$ cat config.mk
export PLATFORM = sky130hd
export DESIGN_NAME = reg_exmem_skid
export DESIGN_NICKNAME = d
export VERILOG_FILES = /design/src/rtl/reg_exmem_skid.sv
export SDC_FILE = /design/constraint.sdc
export NUM_CORES = 1
export LEC_CHECK = 0
export ABC_AREA = 1
export CORE_UTILIZATION = 40
export DETAILED_ROUTE_END_ITERATION = 12
export HOLD_SLACK_MARGIN = 0.05
export MAX_ROUTING_LAYER = met4
export PLACE_DENSITY = 0.66
export SYNTH_ARGS = -nofsm -noshare
export SYNTH_HDL_FRONTEND = slang
export SYNTH_SLANG_ARGS = --single-unit
$ cat constraint.sdc
create_clock -name clk -period 1.6 [get_ports clk]
set_input_delay 0.48 -clock clk [delete_from_list [all_inputs] [get_ports clk]]
set_output_delay 0.48 -clock clk [all_outputs]
set_load 0.02 [all_outputs]
$ cat src/rtl/reg_exmem_skid.sv
// rtl/reg_exmem_skid.sv - two-entry EX/MEM skid buffer carrying {OpCode, Rd, AluRes, StData}
// in_ready is registered from the next-state count so out_ready never reaches it combinationally.
module reg_exmem_skid #(
   parameter int W_OP  = 5,
   parameter int W_REG = 9,
   parameter int W_DAT = 20
) (
   input  logic             clk,
   input  logic             rst,
   input  logic             flush,
   input  logic             in_valid,
   output logic             in_ready,
   input  logic [W_OP-1:0]  OpCode,
   input  logic [W_REG-1:0] Rd,
   input  logic [W_DAT-1:0] AluRes,
   input  logic [W_DAT-1:0] StData,
   output logic             out_valid,
   input  logic             out_ready,
   output logic [W_OP-1:0]  OpCodeOut,
   output logic [W_REG-1:0] RdOut,
   output logic [W_DAT-1:0] AluResOut,
   output logic [W_DAT-1:0] StDataOut
);

   localparam int W_ENT = W_OP + W_REG + 2 * W_DAT;

   logic [1:0]       count_q, count_d;
   logic             wr_ptr_q, wr_ptr_d;
   logic             rd_ptr_q, rd_ptr_d;
   logic             in_ready_q, in_ready_d;
   logic [W_ENT-1:0] ent0_q, ent0_d;
   logic [W_ENT-1:0] ent1_q, ent1_d;
   logic [W_ENT-1:0] wr_ent;
   logic [W_ENT-1:0] head;
   logic             push;
   logic             pop;

   assign wr_ent = {OpCode, Rd, AluRes, StData};
   assign push   = in_valid && in_ready_q;
   assign pop    = (count_q != 2'd0) && out_ready;

   always_comb begin
      count_d    = count_q;
      wr_ptr_d   = wr_ptr_q;
      rd_ptr_d   = rd_ptr_q;
      ent0_d     = ent0_q;
      ent1_d     = ent1_q;
      if (flush) begin
         count_d  = 2'd0;
         wr_ptr_d = 1'b0;
         rd_ptr_d = 1'b0;
      end else begin
         if (push) begin
            if (wr_ptr_q) ent1_d = wr_ent;
            else          ent0_d = wr_ent;
            wr_ptr_d = ~wr_ptr_q;
         end
         if (pop) rd_ptr_d = ~rd_ptr_q;
         case ({push, pop})
            2'b10:   count_d = count_q + 2'd1;
            2'b01:   count_d = count_q - 2'd1;
            default: count_d = count_q;
         endcase
      end
      in_ready_d = (count_d != 2'd2);
   end

   always_ff @(posedge clk or negedge rst) begin
      if (!rst) begin
         count_q    <= 2'd0;
         wr_ptr_q   <= 1'b0;
         rd_ptr_q   <= 1'b0;
         in_ready_q <= 1'b1;
         ent0_q     <= '0;
         ent1_q     <= '0;
      end else begin
         count_q    <= count_d;
         wr_ptr_q   <= wr_ptr_d;
         rd_ptr_q   <= rd_ptr_d;
         in_ready_q <= in_ready_d;
         ent0_q     <= ent0_d;
         ent1_q     <= ent1_d;
      end
   end

   // Stale storage is masked so an empty buffer always presents zeros.
   assign out_valid = (count_q != 2'd0);
   assign in_ready  = in_ready_q;
   assign head      = !out_valid ? '0 : (rd_ptr_q ? ent1_q : ent0_q);
   assign {OpCodeOut, RdOut, AluResOut, StDataOut} = head;

endmodule

Word-level counts from Yosys, hierarchy flattened
Cells that the tools add are included.
W data, S select, Z words.
- bits in registers: 113
- output and inout port bits: 56
- word-level logic and storage cells: 29
- $add $sub $neg: 2
- eq/ne operators: 3
- mux-type cells: 8
- bitwise gates (word level): 3
- reductions and logical operators: 7
- operator list (kind ; count):
    $mux W54 ; 2
    $reduce_and A3 Y1 ; 2
    $reduce_bool A2 Y1 ; 3
    $mux W1 ; 4
    $pmux W2 S2 ; 1
    $not A1 Y1 ; 3
    $add A2 B1 Y2 const B ; 1
    $eq A2 B1 Y1 const B ; 1
    $eq A2 B2 Y1 const B ; 1
    $logic_and A1 B1 Y1 ; 2
    $mux W2 ; 1
    $ne A2 B2 Y1 const B ; 1
    $sub A2 B1 Y2 const B ; 1

Longest topological paths before layout
- depth after elaboration: 6
- depth in mapped cells: 9
- depth with buffers taken out: 9

Worst setup path before layout
No wires, ideal clock.
- path kind: reg-to-output
- start point: register rd_ptr_q
- end point: output AluResOut[0]
- arrival: 1.175 ns
- path slack: -0.055 ns
- stages on the path, launching flop included: 5
- path buffers: 1
- path through: dfrtp_1 > inv_2 > clkbuf_1 > nand2_1 > a21oi_1
- longest elaborated chain between the ends: 2
- RTL lines (what ; RTL line ; RTL):
    start: declaration ; 29 ; logic rd_ptr_q, rd_ptr_d;
    start signal: assignment ; 79 ; rd_ptr_q <= rd_ptr_d;
    $mux W54 (2 in series) ; 89 ; assign head = !out_valid ? '0 : (rd_ptr_q ? ent1_q : ent0_q);
    end: declaration ; 21 ; output logic [W_DAT-1:0] AluResOut,
No other way between the ends.

Worst setup path in the final report
- start point: register rd_ptr_q
- end point: output OpCodeOut[0]
- longest elaborated chain between the ends: 2
- RTL lines (what ; RTL line ; RTL):
    $mux W54 (2 in series) ; 89 ;
    end: declaration ; 19 ; output logic [W_OP-1:0] OpCodeOut,
No other way between the ends.

==> impl_results.md <==
* Syn Area/Cell at 8.23 um2
* Max FO, Critical Path at 7
* Logic gate share of total power at 47.0%
* GP Congestion at 0.767
* FF-to-FF path depth at 9
* Primary FF master, synth: dfrtp_1
* Clock slew at reported path FFs at 0.05 ns
* Violated checks: setup timing
* Die Ht at 115 um
* Synth top area cells: dfrtp_1 55%, nand2_1 16%, o21ai_0 7.8%
* Worst reg2reg path endpoint: count_q[1]
* Port Buf Inserts at 114
* Post-route cell area at 8140 um2
* Initial antenna violation count at 0
* Post-synth top area cell: dfrtp_1
* Placed insts at 886
* Die area at 13,100 um2
* # diodes at 0
* Layout Skew at 0.0103 ns
* DP Worst Slack at -0.500 ns
* DRT Wirelength at 15,600 um
* Worst hold path type: flop to flop
* Reg-to-Reg Start: count_q[0]
* Vias at 4,687
* Vias in the first global route at 4,713
* Cell-internal power at 10.1 mW
* Drt first pass iters at 5
* Die X-Extent at 115 um
* Synth Warn # at 0
* Synth-to-Final Area Change at 60.4%
* Power share of the sequential group at 30.8%
* Post-synthesis instance total at 616
* Peak VDD IR at 1.07 mV
* Initial DRC Count at 278
* Hold Path Origin: ent0_q[28]
* Min Tclk post-route at 2.07 ns
* Final Cycle Share at 129%
* H-tree depth at 4
* Share of cells above drive strength 1 at 32.6%
* Net Count, Synth at 676
* Clk pwr share at 22.2%
* Asr flop ratio synth at 100%
* Layout net count at 824
* DR vias/cell at 4.97
* # IOs at 115
* List of most frequent post-synthesis cells: 221 x nand2_1, 112 x dfrtp_1, 79 x o21ai_0
* #FFs+latches synth at 113
* Startpoint Class: flop
* WP data required at 1.12 ns
* Crit path from: rd_ptr_q
* R2R Setup Slk at -0.02 ns
* Crit path DAT at 1.59 ns
* Final slew viol count at 0
* Post-synth top area share at 55.3%
* Post-route core utilization at 66.9%
* Mapped Area at 5070 um2
* Synth cell types at 25
* RSZ-0062 raised after global routing: yes
* First-pass GRT wire length at 24,100 um
* Drt wl/cell at 16.5 um
* Clock sinks at 113
* Gr usage total at 25.1%
* Starting density of the core at 41.7%
* Status: finished, violations left
* Root cell of the clock tree: clkbuf_16
* CORE AREA at 12,200 um2
* Pwr dens at 1990 nW/um2
* Max Fclk at 0.484 GHz
* Finished Layout Cells at 944
* Total grt overflow at 0
* P_leak at 3.86 nW
* Max cap viols at 0
* Placed Area at 6760 um2
* Relative slew slack at 78.3%
* Setup violations, final at 57
* Clk buf depth at 2
* Std cell rows at 40
* Worst Setup End Kind: primary output
* Net Sw Power at 6.09 mW
* Number of flops mapped to enable cells by yosys at 0
* Kind of critical path: flop to primary output
* Largest net degree at the start of global routing at 49
* Count leader, synth: nand2_1
* TNS Setup at -23.16 ns
* CTS tree: yes
* Number of hold violations in the final report at 0
* Antenna Violating Nets Remaining at 0
* Skew-Pair Late Insertion Delay at 0.41 ns
* Slew @ Worst Pin at 0.326 ns
* Crit path to: OpCodeOut[0]
* Post-DP HPWL at 8410 um
* Final worst slack at -0.467 ns
* Num CTS Buffers at 17
* Register area share after synthesis at 55.8%
* Sw Share at 37.6%
* Residual DRC count at 0
-- layout make-up --
class | count | area, um2
clock buffer | 26 | 519
clock inverter | 5 | 50.0
fill | 975 | 4030
inverter | 64 | 251
multi-input combinational | 400 | 2270
sequential | 113 | 2830
tap | 168 | 210
timing repair buffer | 168 | 2000
-- per-stage QoR --
stage	hold WS [ns]	total power, mW
floorplan	0.184	8.07
finish	0.479	16.2
global route	0.500	17.1
detailed placement	0.382	10.5
global placement	0.377	10.3
CTS	0.482	15.4
-- placed cells by master (no fill, tap or decap), drive strengths merged, types with 2 or more instances in the layout --
cell	instances
dfrtp	112
o21ai	109
inv	62
nand3	3
clkinv	6
buf	105
a21oi	54
clkbuf	31
nand2	223
nand4	2
clkdlybuf4s50	57
nor2	6
-- flip-flops by register name, summed over array words and instances, names as in the netlist --
| signal | flops |
|---|---|
| ent1_q | 54 |
| wr_ptr_q | 1 |
| in_ready | 1 |
| count_q | 2 |
| rd_ptr_q | 1 |
| ent0_q | 54 |
-- cell families after synthesis --
kind of cell / after synthesis / synth area share, %
and+or+nand+nor: 235 / 18.1
DFF: 113 / 55.8
AOI/OAI and AO/OA: 163 / 16.7
xor gates and xnor gates: 1 / 0.173
buffers and inverters: 103 / 8.98
adders and majority gates: 1 / 0.247
-- power by group through the flow --
stage                     logic [mW]  registers [mW]  clock network [mW]
after floorplan                 3.42            4.65                   0
after global placement          5.53            4.79                   0
after detailed placement        5.66            4.84                   0
after CTS                       6.85            4.89                3.63
after global routing            8.15            5.12                3.78
final                           7.61            4.98                3.59
-- critical path: stages, from the launching register on --
cell      delay (ns)
dfrtp_2         0.45
clkinv_4        0.09
buf_12          0.13
buf_16          0.15
nand2_4         0.05
a21oi_2         0.17
buf_6           0.14
-- how the worst min path moves through the flow --
stage | cells past startpoint | end | slack, ns
5_1_grt | 2 | ent0_q[28] | 0.50
2_1_floorplan | 0 | count_q[0] | 0.18
4_1_cts | 2 | ent0_q[28] | 0.48
3_5_place_dp | 1 | ent1_q[18] | 0.38
6_report | 2 | ent0_q[28] | 0.48
3_3_place_gp | 1 | ent1_q[18] | 0.38
-- per-layer routing --
metal	vias up	GRT usage (%)	share of wire, %
met5	-	-	0
met4	0	6.75	1.3
met3	18	6.30	6.4
met2	168	40.4	49
met1	2249	31.5	43
li1	2252	-	-
-- repair_timing --
item | CTS | global route
resized for setup | 338 | 64
gates cloned | 10 | 5
hold buffers | 1 | 0
hold endpoints to repair | 15 | 0
setup endpoints to repair | 59 | 59
setup buffers | 11 | 1
pin swaps | 13 | 25
Note: power is estimated with default switching activity, not from simulation.
